**config.mk**
```make
export PLATFORM = sky130hd
export DESIGN_NAME = ula_op_driver_flat
export DESIGN_NICKNAME = d
export VERILOG_FILES = /design/src/rtl/ula_op_driver_if.sv /design/src/rtl/ula_op_driver.sv /design/src/flat_wrapper.sv
export SDC_FILE = /design/constraint.sdc
export NUM_CORES = 1
export LEC_CHECK = 0
export ABC_CLOCK_PERIOD_IN_PS = 1700
export CORE_ASPECT_RATIO = 0.9
export CORE_MARGIN = 1.5
export CORE_UTILIZATION = 30
export DETAILED_ROUTE_END_ITERATION = 16
export PLACE_DENSITY = 0.69
export REMOVE_ABC_BUFFERS = 1
export SLEW_MARGIN = 20
export SYNTH_ARGS = -nofsm -noshare
export SYNTH_HDL_FRONTEND = slang
export SYNTH_SLANG_ARGS = --single-unit
export TNS_END_PERCENT = 10
```
**constraint.sdc**
```tcl
create_clock -name clk -period 1.7 [get_ports clk]
set_input_delay 0.34 -clock clk [delete_from_list [all_inputs] [get_ports clk]]
set_output_delay 0.34 -clock clk [all_outputs]
set_load 0.005 [all_outputs]
```
**src/rtl/ula_op_driver_if.sv**
```systemverilog
// ============================================================================
// ula_op_driver_if : command, ULA and response bundle around the op driver
// Rev 1.0
// ============================================================================
`default_nettype none

interface ula_op_driver_if #(
  parameter int CNT_W = 16
) ();
  logic             cmd_valid;
  logic             cmd_ready;
  logic [7:0]       cmd_a;
  logic [7:0]       cmd_b;
  logic [2:0]       cmd_op;
  logic [7:0]       ula_a;
  logic [7:0]       ula_b;
  logic [2:0]       ula_opcode;
  logic [8:0]       ula_s;
  logic             rsp_valid;
  logic             rsp_ready;
  logic [8:0]       rsp_s;
  logic [2:0]       rsp_op;
  logic             busy;
  logic [CNT_W-1:0] op_count;

  modport master (
    input  cmd_valid, cmd_a, cmd_b, cmd_op, ula_s, rsp_ready,
    output cmd_ready, ula_a, ula_b, ula_opcode, rsp_valid, rsp_s, rsp_op,
           busy, op_count
  );

  modport slave (
    output cmd_valid, cmd_a, cmd_b, cmd_op, ula_s, rsp_ready,
    input  cmd_ready, ula_a, ula_b, ula_opcode, rsp_valid, rsp_s, rsp_op,
           busy, op_count
  );
endinterface

`default_nettype wire

```
**src/rtl/ula_op_driver.sv**
```systemverilog
// ============================================================================
// ula_op_driver : issues one ALU command to the ULA, waits its latency and
//                 returns the captured 9-bit result over a valid/ready port
// Rev 1.0
// ============================================================================
`default_nettype none

module ula_op_driver #(
  parameter int LATENCY = 1,
  parameter int CNT_W   = 16
) (
  input  wire logic        clk,
  input  wire logic        rst_n,
  ula_op_driver_if.master  bus_io
);

  localparam int WCNT_W = (LATENCY > 1) ? $clog2(LATENCY + 1) : 1;
  localparam logic [WCNT_W-1:0] C_LAT = WCNT_W'(LATENCY);

  typedef enum logic [1:0] {
    S_IDLE = 2'd0,
    S_WAIT = 2'd1,
    S_RESP = 2'd2
  } state_e;

  state_e             state_q, state_d;
  logic [WCNT_W-1:0]  wcnt_q, wcnt_d;
  logic               cmd_ready_q, cmd_ready_d;
  logic               busy_q, busy_d;
  logic [7:0]         ula_a_q, ula_a_d;
  logic [7:0]         ula_b_q, ula_b_d;
  logic [2:0]         ula_opcode_q, ula_opcode_d;
  logic               rsp_valid_q, rsp_valid_d;
  logic [8:0]         rsp_s_q, rsp_s_d;
  logic [2:0]         rsp_op_q, rsp_op_d;
  logic [CNT_W-1:0]   op_count_q, op_count_d;

  always_ff @(posedge clk) begin
    if (!rst_n) begin
      state_q      <= S_IDLE;
      wcnt_q       <= '0;
      cmd_ready_q  <= 1'b0;
      busy_q       <= 1'b0;
      ula_a_q      <= '0;
      ula_b_q      <= '0;
      ula_opcode_q <= '0;
      rsp_valid_q  <= 1'b0;
      rsp_s_q      <= '0;
      rsp_op_q     <= '0;
      op_count_q   <= '0;
    end else begin
      state_q      <= state_d;
      wcnt_q       <= wcnt_d;
      cmd_ready_q  <= cmd_ready_d;
      busy_q       <= busy_d;
      ula_a_q      <= ula_a_d;
      ula_b_q      <= ula_b_d;
      ula_opcode_q <= ula_opcode_d;
      rsp_valid_q  <= rsp_valid_d;
      rsp_s_q      <= rsp_s_d;
      rsp_op_q     <= rsp_op_d;
      op_count_q   <= op_count_d;
    end
  end

  always_comb begin
    state_d      = state_q;
    wcnt_d       = wcnt_q;
    ula_a_d      = ula_a_q;
    ula_b_d      = ula_b_q;
    ula_opcode_d = ula_opcode_q;
    rsp_valid_d  = rsp_valid_q;
    rsp_s_d      = rsp_s_q;
    rsp_op_d     = rsp_op_q;
    op_count_d   = op_count_q;

    case (state_q)
      S_IDLE: begin
        if (bus_io.cmd_valid && cmd_ready_q) begin
          ula_a_d      = bus_io.cmd_a;
          ula_b_d      = bus_io.cmd_b;
          ula_opcode_d = bus_io.cmd_op;
          wcnt_d       = C_LAT;
          state_d      = S_WAIT;
        end
      end
      S_WAIT: begin
        // Counter reaching zero marks the edge at which ula_s reflects the new inputs.
        if (wcnt_q == '0) begin
          rsp_s_d     = bus_io.ula_s;
          rsp_op_d    = ula_opcode_q;
          rsp_valid_d = 1'b1;
          state_d     = S_RESP;
        end else begin
          wcnt_d = wcnt_q - WCNT_W'(1);
        end
      end
      S_RESP: begin
        if (rsp_valid_q && bus_io.rsp_ready) begin
          rsp_valid_d = 1'b0;
          op_count_d  = op_count_q + CNT_W'(1);
          state_d     = S_IDLE;
        end
      end
      default: state_d = S_IDLE;
    endcase

    cmd_ready_d = (state_d == S_IDLE);
    busy_d      = (state_d != S_IDLE);
  end

  assign bus_io.cmd_ready  = cmd_ready_q;
  assign bus_io.busy       = busy_q;
  assign bus_io.ula_a      = ula_a_q;
  assign bus_io.ula_b      = ula_b_q;
  assign bus_io.ula_opcode = ula_opcode_q;
  assign bus_io.rsp_valid  = rsp_valid_q;
  assign bus_io.rsp_s      = rsp_s_q;
  assign bus_io.rsp_op     = rsp_op_q;
  assign bus_io.op_count   = op_count_q;

endmodule

`default_nettype wire

```
**src/flat_wrapper.sv**
```systemverilog
// flat-port wrapper written by rule: the top's interface ports become plain ports
module ula_op_driver_flat 
#(
  parameter int LATENCY = 1,
  parameter int CNT_W   = 16
)
  (clk, rst_n, bus_io_cmd_valid, bus_io_cmd_a, bus_io_cmd_b, bus_io_cmd_op, bus_io_ula_s, bus_io_rsp_ready, bus_io_cmd_ready, bus_io_ula_a, bus_io_ula_b, bus_io_ula_opcode, bus_io_rsp_valid, bus_io_rsp_s, bus_io_rsp_op, bus_io_busy, bus_io_op_count);
  ula_op_driver_if #(.CNT_W(CNT_W)) bus_io_i ();
  input  wire logic clk;
  input  wire logic rst_n;
  input wire logic [$bits(bus_io_i.cmd_valid)-1:0] bus_io_cmd_valid;
  input wire logic [$bits(bus_io_i.cmd_a)-1:0] bus_io_cmd_a;
  input wire logic [$bits(bus_io_i.cmd_b)-1:0] bus_io_cmd_b;
  input wire logic [$bits(bus_io_i.cmd_op)-1:0] bus_io_cmd_op;
  input wire logic [$bits(bus_io_i.ula_s)-1:0] bus_io_ula_s;
  input wire logic [$bits(bus_io_i.rsp_ready)-1:0] bus_io_rsp_ready;
  output wire logic [$bits(bus_io_i.cmd_ready)-1:0] bus_io_cmd_ready;
  output wire logic [$bits(bus_io_i.ula_a)-1:0] bus_io_ula_a;
  output wire logic [$bits(bus_io_i.ula_b)-1:0] bus_io_ula_b;
  output wire logic [$bits(bus_io_i.ula_opcode)-1:0] bus_io_ula_opcode;
  output wire logic [$bits(bus_io_i.rsp_valid)-1:0] bus_io_rsp_valid;
  output wire logic [$bits(bus_io_i.rsp_s)-1:0] bus_io_rsp_s;
  output wire logic [$bits(bus_io_i.rsp_op)-1:0] bus_io_rsp_op;
  output wire logic [$bits(bus_io_i.busy)-1:0] bus_io_busy;
  output wire logic [$bits(bus_io_i.op_count)-1:0] bus_io_op_count;
  assign bus_io_i.cmd_valid = bus_io_cmd_valid;
  assign bus_io_i.cmd_a = bus_io_cmd_a;
  assign bus_io_i.cmd_b = bus_io_cmd_b;
  assign bus_io_i.cmd_op = bus_io_cmd_op;
  assign bus_io_i.ula_s = bus_io_ula_s;
  assign bus_io_i.rsp_ready = bus_io_rsp_ready;
  assign bus_io_cmd_ready = bus_io_i.cmd_ready;
  assign bus_io_ula_a = bus_io_i.ula_a;
  assign bus_io_ula_b = bus_io_i.ula_b;
  assign bus_io_ula_opcode = bus_io_i.ula_opcode;
  assign bus_io_rsp_valid = bus_io_i.rsp_valid;
  assign bus_io_rsp_s = bus_io_i.rsp_s;
  assign bus_io_rsp_op = bus_io_i.rsp_op;
  assign bus_io_busy = bus_io_i.busy;
  assign bus_io_op_count = bus_io_i.op_count;
  ula_op_driver #(.LATENCY(LATENCY), .CNT_W(CNT_W)) u_core (.clk(clk), .rst_n(rst_n), .bus_io(bus_io_i));
endmodule
```
==> results.json, run 1 <==
{
  "yosysSeqAreaShare": 0.503,
  "critical_path.max_fanout": 5,
  "whs_ns": 0.457,
  "nNetsFinal": 398,
  "ant_nets": 0,
  "powerDensity_mw_per_mm2": 727,
  "initial_utilization": 0.315,
  "die_w_um": 91.4,
  "cts_buffers": 5,
  "nFillCells": 657,
  "rows": 28,
  "hpwl_um": 4000,
  "min-delay-path-class": "reg -> reg",
  "netlist_instances": 254,
  "crit_chain": "inv_2, ha_4, nand3_4, or4_4, or3_4, a21oi_2",
  "drc": 0,
  "cp_slowest_cell": "or4_4",
  "htree_levels": 2,
  "place_inst": 443,
  "clkTransAtPathRegs_ns": 0.09,
  "die_height_um": 82.6,
  "min_period_ns": 1.70,
  "gr-total-overflow": 0,
  "fin_crit_sh": 1.00,
  "antenna_cells": 0,
  "route.met3.wl_um": 356,
  "cp.arrival_ns": 1.95,
  "wl_met2_um": 2490,
  "clk_latency_ns": 0.30,
  "cts_hold_buffers": 0,
  "top_layer_used": "met4",
  "boundaryPins": 82,
  "antenna_found_initial": 0,
  "routed_wl_um": 5540,
  "synth_warnings": 0,
  "cts_buffer_depth": 2,
  "max-cap-violations": 0,
  "setup-violations-final": 1,
  "syn_area_mm2": 0.00211,
  "root_buffer": "clkbuf_8",
  "violations": "setup timing",
  "fin_cells": 452,
  "status": "finished, violations left",
  "grt_max_degree": 26,
  "hold_viol_final": 0,
  "wl_met1_um": 2650,
  "gp_congestion": 0.842,
  "fin_tns_setup_ns": -0.00479,
  "synth_cell_types": 33,
  "irDropWorstVdd_mv": 0.340,
  "dieArea_mm2": 0.00755,
  "cts_tree": "built",
  "slew_headroom": 0.765,
  "routedWlPerCell_um": 12.3,
  "grt_pass1_wl_um": 8920,
  "grt_use_total": 0.147,
  "synth_edf_count": 0,
  "drt_iter0_markers": 59,
  "synthFlopType": "dfxtp_1",
  "worstMarginPinSlew_ns": 0.349,
  "grt_setup_unrepaired": "true",
  "slew_viol_final": 0,
  "critPathLaunchType": "register",
  "first_global_vias": 1971,
  "viasPerCell": 4.63,
  "portBuffers": 81,
  "core_mm2": 0.00669,
  "firstDrtPassIters": 5,
  "num_vias": 2095,
  "cpPeakStageDelay_ns": 0.52,
  "ys_seq_elements": 53,
  "cts_sinks": 53,
  "drive_gt1_frac": 0.144,
  "max_freq_ghz": 0.587,
  "async_reset_ff_frac": 0,
  "avgSynthCellArea_um2": 8.31,
  "worst_slack_ns": -0.00479,
  "total_power_mw": 2.45,
  "power.leakage_nw": 1.24,
  "endpoint_kind": "register",
  "finClkSkew_ns": 0.00313,
  "syn_to_final_growth_pct": 59.6,
  "critPathKind": "reg -> reg",
  "cp.required_ns": 1.94
}
metal layers:
metal / GRT usage / vias up
li1: - / 1074
met1: 0.194 / 945
met2: 0.241 / 69
met3: 0.0366 / 7
met4: 0.0422 / 0
met5: 0 / -
synth_stat cells (all sizes together) (2+ instances only):
| cell | count | area share |
|---|---|---|
| xnor2 | 4 | 0.017 |
| o21ai | 6 | 0.014 |
| nor4 | 3 | 0.0089 |
| nand2b | 3 | 0.0089 |
| nand4 | 8 | 0.024 |
| a221oi | 2 | 0.0083 |
| and2 | 2 | 0.0059 |
| nor2 | 13 | 0.023 |
| a21oi | 38 | 0.090 |
| and3 | 2 | 0.0059 |
| and4 | 3 | 0.013 |
| ha | 5 | 0.030 |
| clkbuf | 10 | 0.018 |
| mux2i | 3 | 0.014 |
| dfxtp | 53 | 0.50 |
| inv | 4 | 0.0071 |
| nand2 | 72 | 0.13 |
| xor2 | 4 | 0.017 |
| nand3 | 5 | 0.018 |
| or3 | 4 | 0.012 |
| nor3 | 2 | 0.0047 |
| buf | 2 | 0.0059 |
where the power goes:
part / internal [mW] / switching, mW / leakage (nW)
registers: 1.30 / 0.0319 / 0.431
clock network: 0.291 / 0.410 / 0.0374
logic: 0.242 / 0.177 / 0.767
total: 1.83 / 0.619 / 1.24
worst paths after layout:
path                                             from                                       to  slack (ns)  cells past startpoint
setup / recovery         u_core.state_q[0]$_SDFF_PN0_  u_core.bus_io.op_count[11]$_SDFFE_PN0P_      -0.005                      6
hold / removal    u_core.bus_io.ula_a[0]$_SDFFE_PN0P_      u_core.bus_io.ula_a[0]$_SDFFE_PN0P_        0.46                      2
setup reg to reg         u_core.state_q[0]$_SDFF_PN0_  u_core.bus_io.op_count[11]$_SDFFE_PN0P_      -0.005                      6
hold reg to reg   u_core.bus_io.ula_a[0]$_SDFFE_PN0P_      u_core.bus_io.ula_a[0]$_SDFFE_PN0P_        0.46                      2
what timing repair did:
item                                    4_1_cts  5_1_grt
gates resized for setup                       3       10
endpoints found under the setup margin        2        9
buffers inserted                              0        1
kinds of logic after synthesis:
logic type / count (synthesis) / share of synthesized area
compound gates: 49 / 0.124
xor+xnor: 8 / 0.0332
fa+ha+maj: 5 / 0.0296
buf+inv: 16 / 0.0308
flops: 53 / 0.503
mux: 3 / 0.0142
simple gates: 120 / 0.266
area by class of cell:
type / instances / area (µm²) / share of cell area
well taps: 90 / 113 / 0.0334
clock inverters: 2 / 15.0 / 0.00446
repair buffers: 112 / 1060 / 0.315
clock buffers: 6 / 72.6 / 0.0215
inverters: 4 / 15.0 / 0.00446
flip-flops and latches: 53 / 1060 / 0.316
multi-input cells: 185 / 1030 / 0.305
per-stage QoR:
step	worst slack, ns	area [µm²]	util
after floorplan	-0.0773	2060	-
after global placement	-0.300	3220	0.481
after detailed placement	-0.323	3220	0.481
after CTS	0.00245	3320	0.496
after global routing	-0.0791	3370	0.504
final	-0.00479	3370	0.504
sequential cells by signal, summed over array words and instances, names as in the netlist:
name	count
u_core.bus_io.ula_a	8
u_core.bus_io.op_count	16
u_core.bus_io.rsp_s	9
u_core.bus_io.rsp_op	3
u_core.bus_io.rsp_valid	1
u_core.state_q	2
u_core.bus_io.cmd_ready	1
u_core.bus_io.ula_opcode	3
u_core.bus_io.busy	1
u_core.bus_io.ula_b	8
u_core.wcnt_q	1
worst max-delay path: cells and delay by family (launching register included):
family	cells	cell delay (ns)
buf+inv	1	0.08
fa+ha+maj	1	0.17
compound gates	1	0.13
flops	1	0.33
simple gates	3	0.93
cells in the final DEF, fill, tap and decap left out, types with 2 or more instances in the layout:
cell type / n
clkdlybuf4s50_1: 80
nand2_1: 72
dfxtp_1: 50
a21oi_1: 37
buf_4: 29
nor2_1: 13
nand4_1: 8
o21ai_0: 6
clkbuf_8: 5
nand3_1: 4
xor2_1: 4
xnor2_1: 4
ha_1: 4
mux2i_1: 3
nand2b_1: 3
dfxtp_2: 3
inv_1: 2
inv_2: 2
and3_1: 2
and2_1: 2
nor4_1: 2
nor3_1: 2
and4_1: 2
or3_1: 2
clkinvlp_4: 2
Power figures use the tool's default switching activity.
==> inputs of run 2 (changes only) <==
--- a/config.mk
+++ b/config.mk
@@ -12,6 +12,7 @@
 export DETAILED_ROUTE_END_ITERATION = 16
 export PLACE_DENSITY = 0.69
 export REMOVE_ABC_BUFFERS = 1
+export SKIP_CTS_REPAIR_TIMING = 1
 export SLEW_MARGIN = 20
 export SYNTH_ARGS = -nofsm -noshare
 export SYNTH_HDL_FRONTEND = slang
==> results.json, run 2 (synthesized netlist as in run 1, its figures left out) <==
{
  "layout_commonest_cell": "clkdlybuf4s50_1",
  "max-cap-violations": 0,
  "setup-violations-final": 1,
  "grt_use_total": 0.146,
  "routedWlPerCell_um": 12.2,
  "slew_viol_final": 0,
  "core_mm2": 0.00669,
  "preCtsSetupSlack_ns": -0.323,
  "grt_setup_unrepaired": "true",
  "endpoint_kind": "register",
  "grt_pass1_wl_um": 8850,
  "combPwrFrac": 0.171,
  "clkPwrFrac": 0.284,
  "min-delay-path-class": "reg -> reg",
  "powerDensity_mw_per_mm2": 726,
  "fin_util": 0.504,
  "ant_nets": 0,
  "drt_iter0_markers": 54,
  "slew_headroom": 0.765,
  "p_seq_frac": 0.544,
  "root_buffer": "clkbuf_8",
  "dieArea_mm2": 0.00755,
  "top_layer_used": "met4",
  "num_vias": 2083,
  "layout_common_cells": "clkdlybuf4s50_1 (80), nand2_1 (72), dfxtp_1 (50)",
  "largest_register_ffs": 16,
  "hold_start": "u_core.bus_io.ula_a[0]$_SDFFE_PN0P_",
  "die_w_um": 91.4,
  "clk_latency_ns": 0.30,
  "critPathLaunch": "u_core.state_q[0]$_SDFF_PN0_",
  "route.met3.wl_um": 361,
  "critPathLaunchType": "register",
  "gp_congestion": 0.842,
  "first_global_vias": 1960,
  "r2r-start": "u_core.state_q[0]$_SDFF_PN0_",
  "p_sw_frac": 0.251,
  "viasPerCell": 4.61,
  "worst_slack_ns": -0.00543,
  "fin_crit_sh": 1.00,
  "initial_utilization": 0.315,
  "min_period_ns": 1.71,
  "cp.required_ns": 1.94,
  "rr_worst_depth": 6,
  "wl_met2_um": 2480,
  "portBuffers": 81,
  "die_height_um": 82.6,
  "antenna_found_initial": 0,
  "violations": "setup timing",
  "cts_buffer_depth": 2,
  "routed_wl_um": 5500,
  "gr-total-overflow": 0,
  "p_int_mw": 1.83,
  "rows": 28,
  "critPathKind": "reg -> reg",
  "finClkSkew_ns": 0.00486,
  "wl_met1_um": 2610,
  "status": "finished, violations left",
  "power.leakage_nw": 1.24,
  "irDropWorstVdd_mv": 0.340,
  "boundaryPins": 82,
  "drive_gt1_frac": 0.144,
  "grt_max_degree": 26,
  "clkTransAtPathRegs_ns": 0.09,
  "firstDrtPassIters": 4,
  "total_power_mw": 2.45,
  "switching_power_mw": 0.614,
  "critical_path.max_fanout": 5,
  "cts_tree": "built",
  "cts_sinks": 53,
  "antenna_cells": 0,
  "hold_viol_final": 0,
  "nNetsFinal": 398,
  "max_freq_ghz": 0.586,
  "fin_tns_setup_ns": -0.00543,
  "hpwl_um": 4000,
  "worstMarginPinSlew_ns": 0.349,
  "cp.arrival_ns": 1.95,
  "cts_buffers": 5,
  "syn_to_final_growth_pct": 59.6,
  "drc": 0,
  "htree_levels": 2,
  "worstHoldPathCells": 2
}
==> run 2: worst paths after layout <==
| path | end | slack (ns) |
|---|---|---|
| setup reg to reg | u_core.bus_io.op_count[11]$_SDFFE_PN0P_ | -0.005 |
| hold reg to reg | u_core.bus_io.ula_a[0]$_SDFFE_PN0P_ | 0.46 |
| hold / removal | u_core.bus_io.ula_a[0]$_SDFFE_PN0P_ | 0.46 |
| setup / recovery | u_core.bus_io.op_count[11]$_SDFFE_PN0P_ | -0.005 |
==> run 2: critical path, cell delays in order, from the launching register on <==
cell     delay (ns)
dfxtp_2        0.33
inv_2          0.07
ha_4           0.17
nand3_4        0.07
or4_4          0.52
or3_4          0.34
a21oi_2        0.13
==> run 2: cell type report <==
type	count	area [µm²]
clock buffers	6	72.6
fillers	657	3320
well taps	90	113
clock inverters	2	15.0
inverters	4	15.0
multi-input cells	185	1030
repair buffers	112	1060
flip-flops and latches	53	1060
==> run 2: layer usage <==
layer,global-route usage,up-vias
met1,0.193,942
met3,0.0366,5
met5,0,-
met4,0.0422,0
met2,0.238,63
li1,-,1073
==> run 2: per-stage QoR <==
stage | area, µm² | hold slack (ns) | std cells
6_report | 3370 | 0.457 | 452
4_1_cts | 3310 | 0.462 | 451
3_3_place_gp | 3220 | 0.441 | 443
3_5_place_dp | 3220 | 0.447 | 443
5_1_grt | 3370 | 0.482 | 452
2_1_floorplan | 2060 | 0.453 | 242
==> run 2: power groups by stage <==
| stage | Combinational (mW) | Clock [mW] | Sequential (mW) |
|---|---|---|---|
| 2_1_floorplan | 0.139 | 0 | 1.36 |
| 3_3_place_gp | 0.410 | 0 | 1.36 |
| 3_5_place_dp | 0.416 | 0 | 1.36 |
| 4_1_cts | 0.418 | 0.738 | 1.33 |
| 5_1_grt | 0.460 | 0.792 | 1.34 |
| 6_report | 0.418 | 0.696 | 1.33 |
==> inputs of run 3 (changes only) <==
--- a/config.mk
+++ b/config.mk
@@ -5,12 +5,13 @@
 export SDC_FILE = /design/constraint.sdc
 export NUM_CORES = 1
 export LEC_CHECK = 0
+export ABC_AREA = 1
 export ABC_CLOCK_PERIOD_IN_PS = 1700
 export CORE_ASPECT_RATIO = 0.9
 export CORE_MARGIN = 1.5
 export CORE_UTILIZATION = 30
 export DETAILED_ROUTE_END_ITERATION = 16
-export PLACE_DENSITY = 0.69
+export PLACE_DENSITY = 0.68
 export REMOVE_ABC_BUFFERS = 1
 export SKIP_CTS_REPAIR_TIMING = 1
 export SLEW_MARGIN = 20
==> results.json, run 3 <==
{
  "place_inst": 461,
  "cp.arrival_ns": 1.27,
  "worstMarginPinSlew_ns": 0.324,
  "hpwl_um": 3840,
  "power.leakage_nw": 1.23,
  "rows": 29,
  "avgSynthCellArea_um2": 7.64,
  "cpPeakStageDelay_ns": 0.54,
  "cp_num_buf_inv": 1,
  "max-cap-violations": 0,
  "synth_warnings": 0,
  "switching_power_mw": 0.642,
  "critPathLaunchType": "register",
  "syn_to_final_growth_pct": 45.8,
  "place_area_mm2": 0.00314,
  "routed_wl_um": 5210,
  "clkTransAtPathRegs_ns": 0.10,
  "powerDensity_mw_per_mm2": 792,
  "setup-violations-final": 0,
  "synthFlopType": "dfxtp_1",
  "min-delay-path-class": "reg -> reg",
  "final_area_mm2": 0.00324,
  "cts_buffer_depth": 2,
  "async_reset_ff_frac": 0,
  "hold_viol_final": 0,
  "grt_max_degree": 39,
  "slew_headroom": 0.784,
  "yosysTopAreaCellShare": 0.477,
  "cts_buffers": 5,
  "layout_commonest_cell": "clkdlybuf4s50_1",
  "synth_top_cell_by_area": "dfxtp_1",
  "clk_latency_ns": 0.30,
  "gr-total-overflow": 0,
  "min_period_ns": 1.61,
  "critical_path.max_fanout": 4,
  "cp.required_ns": 1.36,
  "grt_setup_unrepaired": "false",
  "p_seq_frac": 0.536,
  "grt_pass1_wl_um": 8450,
  "antenna_found_initial": 0,
  "p_int_mw": 1.93,
  "yosysMostFrequentCell": "dfxtp_1",
  "die_height_um": 84.7,
  "drc": 0,
  "yosysSeqAreaShare": 0.477,
  "initial_utilization": 0.313,
  "fin_cells": 469,
  "synth_cell_types": 27,
  "die_w_um": 93.7,
  "core_mm2": 0.00711,
  "ys_seq_elements": 53,
  "portBuffers": 81,
  "irDropWorstVdd_mv": 0.272,
  "yosys-top-cells-area": "dfxtp_1 (48%), o21ai_0 (8.3%), a21oi_1 (7.7%)",
  "endpoint_kind": "output port",
  "drt_iter0_markers": 73,
  "first_global_vias": 1878,
  "cts_tree": "built",
  "syn_area_mm2": 0.00222,
  "gp_congestion": 0.812,
  "clkPwrFrac": 0.288,
  "netlist_instances": 291,
  "ant_nets": 0,
  "critPathKind": "reg -> out",
  "fin_crit_sh": 0.947,
  "max_freq_ghz": 0.621,
  "combPwrFrac": 0.176,
  "slew_viol_final": 0,
  "num_vias": 2096,
  "drive_gt1_frac": 0.0904,
  "crit_chain": "clkdlybuf4s50_1",
  "viasPerCell": 4.47,
  "status": "finished clean",
  "layout_common_cells": "clkdlybuf4s50_1 (81), dfxtp_1 (52), nor2_1 (43)",
  "boundaryPins": 82,
  "grt_use_total": 0.133,
  "htree_levels": 2,
  "nNetsFinal": 412,
  "synth_edf_count": 0,
  "root_buffer": "clkbuf_8",
  "firstDrtPassIters": 4,
  "antenna_cells": 0,
  "p_sw_frac": 0.250,
  "cts_sinks": 53,
  "finClkSkew_ns": 0.00967,
  "largest_register_ffs": 16,
  "cp_top_family": "buffers and inverters",
  "synthTopCellsByCount": "dfxtp_1 (53), nor2_1 (43), o21ai_0 (37), nand2_1 (36)",
  "dieArea_mm2": 0.00794,
  "routedWlPerCell_um": 11.1,
  "cp_slowest_cell": "clkdlybuf4s50_1"
}
run 3: cell types whose count changed after synthesis, sizes merged, moves of 5 or more:
cell,change
buf,+5
o21ai,+33
nand4,-7
clkbuf,-7
nor2,+39
nand2,-32
nand3,+8
inv,+33
run 3: path summary, 6_finish.rpt:
| check | startpoint | to | slack [ns] | depth (start not counted) |
|---|---|---|---|---|
| hold reg to reg | u_core.bus_io.ula_a[2]$_SDFFE_PN0P_ | u_core.bus_io.ula_a[2]$_SDFFE_PN0P_ | 0.45 | 2 |
| hold / removal | u_core.bus_io.ula_a[2]$_SDFFE_PN0P_ | u_core.bus_io.ula_a[2]$_SDFFE_PN0P_ | 0.45 | 2 |
| setup / recovery | u_core.bus_io.op_count[14]$_SDFFE_PN0P_ | bus_io_op_count[14] | 0.09 | 1 |
| setup reg to reg | u_core.state_q[1]$_SDFF_PN0_ | u_core.bus_io.ula_b[1]$_SDFFE_PN0P_ | 0.17 | 6 |
run 3: area by class of cell:
class | count | area [µm²]
clock buffer | 6 | 82.6
clock inverter | 2 | 13.8
timing repair buffer | 87 | 856
inverter | 37 | 139
sequential | 53 | 1060
tap | 93 | 116
multi-input combinational | 191 | 972
fill | 729 | 3870
run 3: logic make-up after synthesis:
| kind of cell | count (synthesis) | synth area share |
|---|---|---|
| flip-flops | 53 | 0.477 |
| AO/OA/AOI/OAI | 77 | 0.178 |
| adder cells (fa/ha/maj) | 5 | 0.0281 |
| AND/OR/NAND/NOR | 108 | 0.227 |
| buffers and inverters | 47 | 0.0855 |
| XOR/XNOR | 1 | 0.00394 |
run 3: power by group through the flow:
stage | Sequential, mW | Clock, mW | Combinational (mW)
6_report | 1.38 | 0.739 | 0.452
5_1_grt | 1.39 | 0.841 | 0.500
3_3_place_gp | 1.40 | 0 | 0.452
4_1_cts | 1.38 | 0.778 | 0.459
3_5_place_dp | 1.41 | 0 | 0.457
2_1_floorplan | 1.41 | 0 | 0.151
run 3: routing by layer:
metal / GRT usage / vias up / share of wire
met5: 0 / - / 0
met4: 0.0434 / 0 / 0.0060
met3: 0.0344 / 4 / 0.052
met2: 0.217 / 54 / 0.46
met1: 0.171 / 942 / 0.48
li1: - / 1096 / -
run 3: metrics by stage:
stage / hold slack, ns / power [mW] / utilization / TNS, ns / worst slack, ns
finish: 0.446 / 2.57 / 0.456 / 0 / 0.0904
global route: 0.466 / 2.73 / 0.456 / 0 / 0.0215
CTS: 0.449 / 2.62 / 0.456 / 0 / 0.0630
detailed placement: 0.434 / 1.86 / 0.442 / 0 / 0.0750
global placement: 0.431 / 1.86 / 0.442 / 0 / 0.0884
floorplan: 0.440 / 1.56 / - / -1.52 / -0.122
run 3: tightest hold or removal path: stages (launching register included):
cell,delay [ns]
dfxtp_1,0.32
inv_1,0.04
a21oi_1,0.05
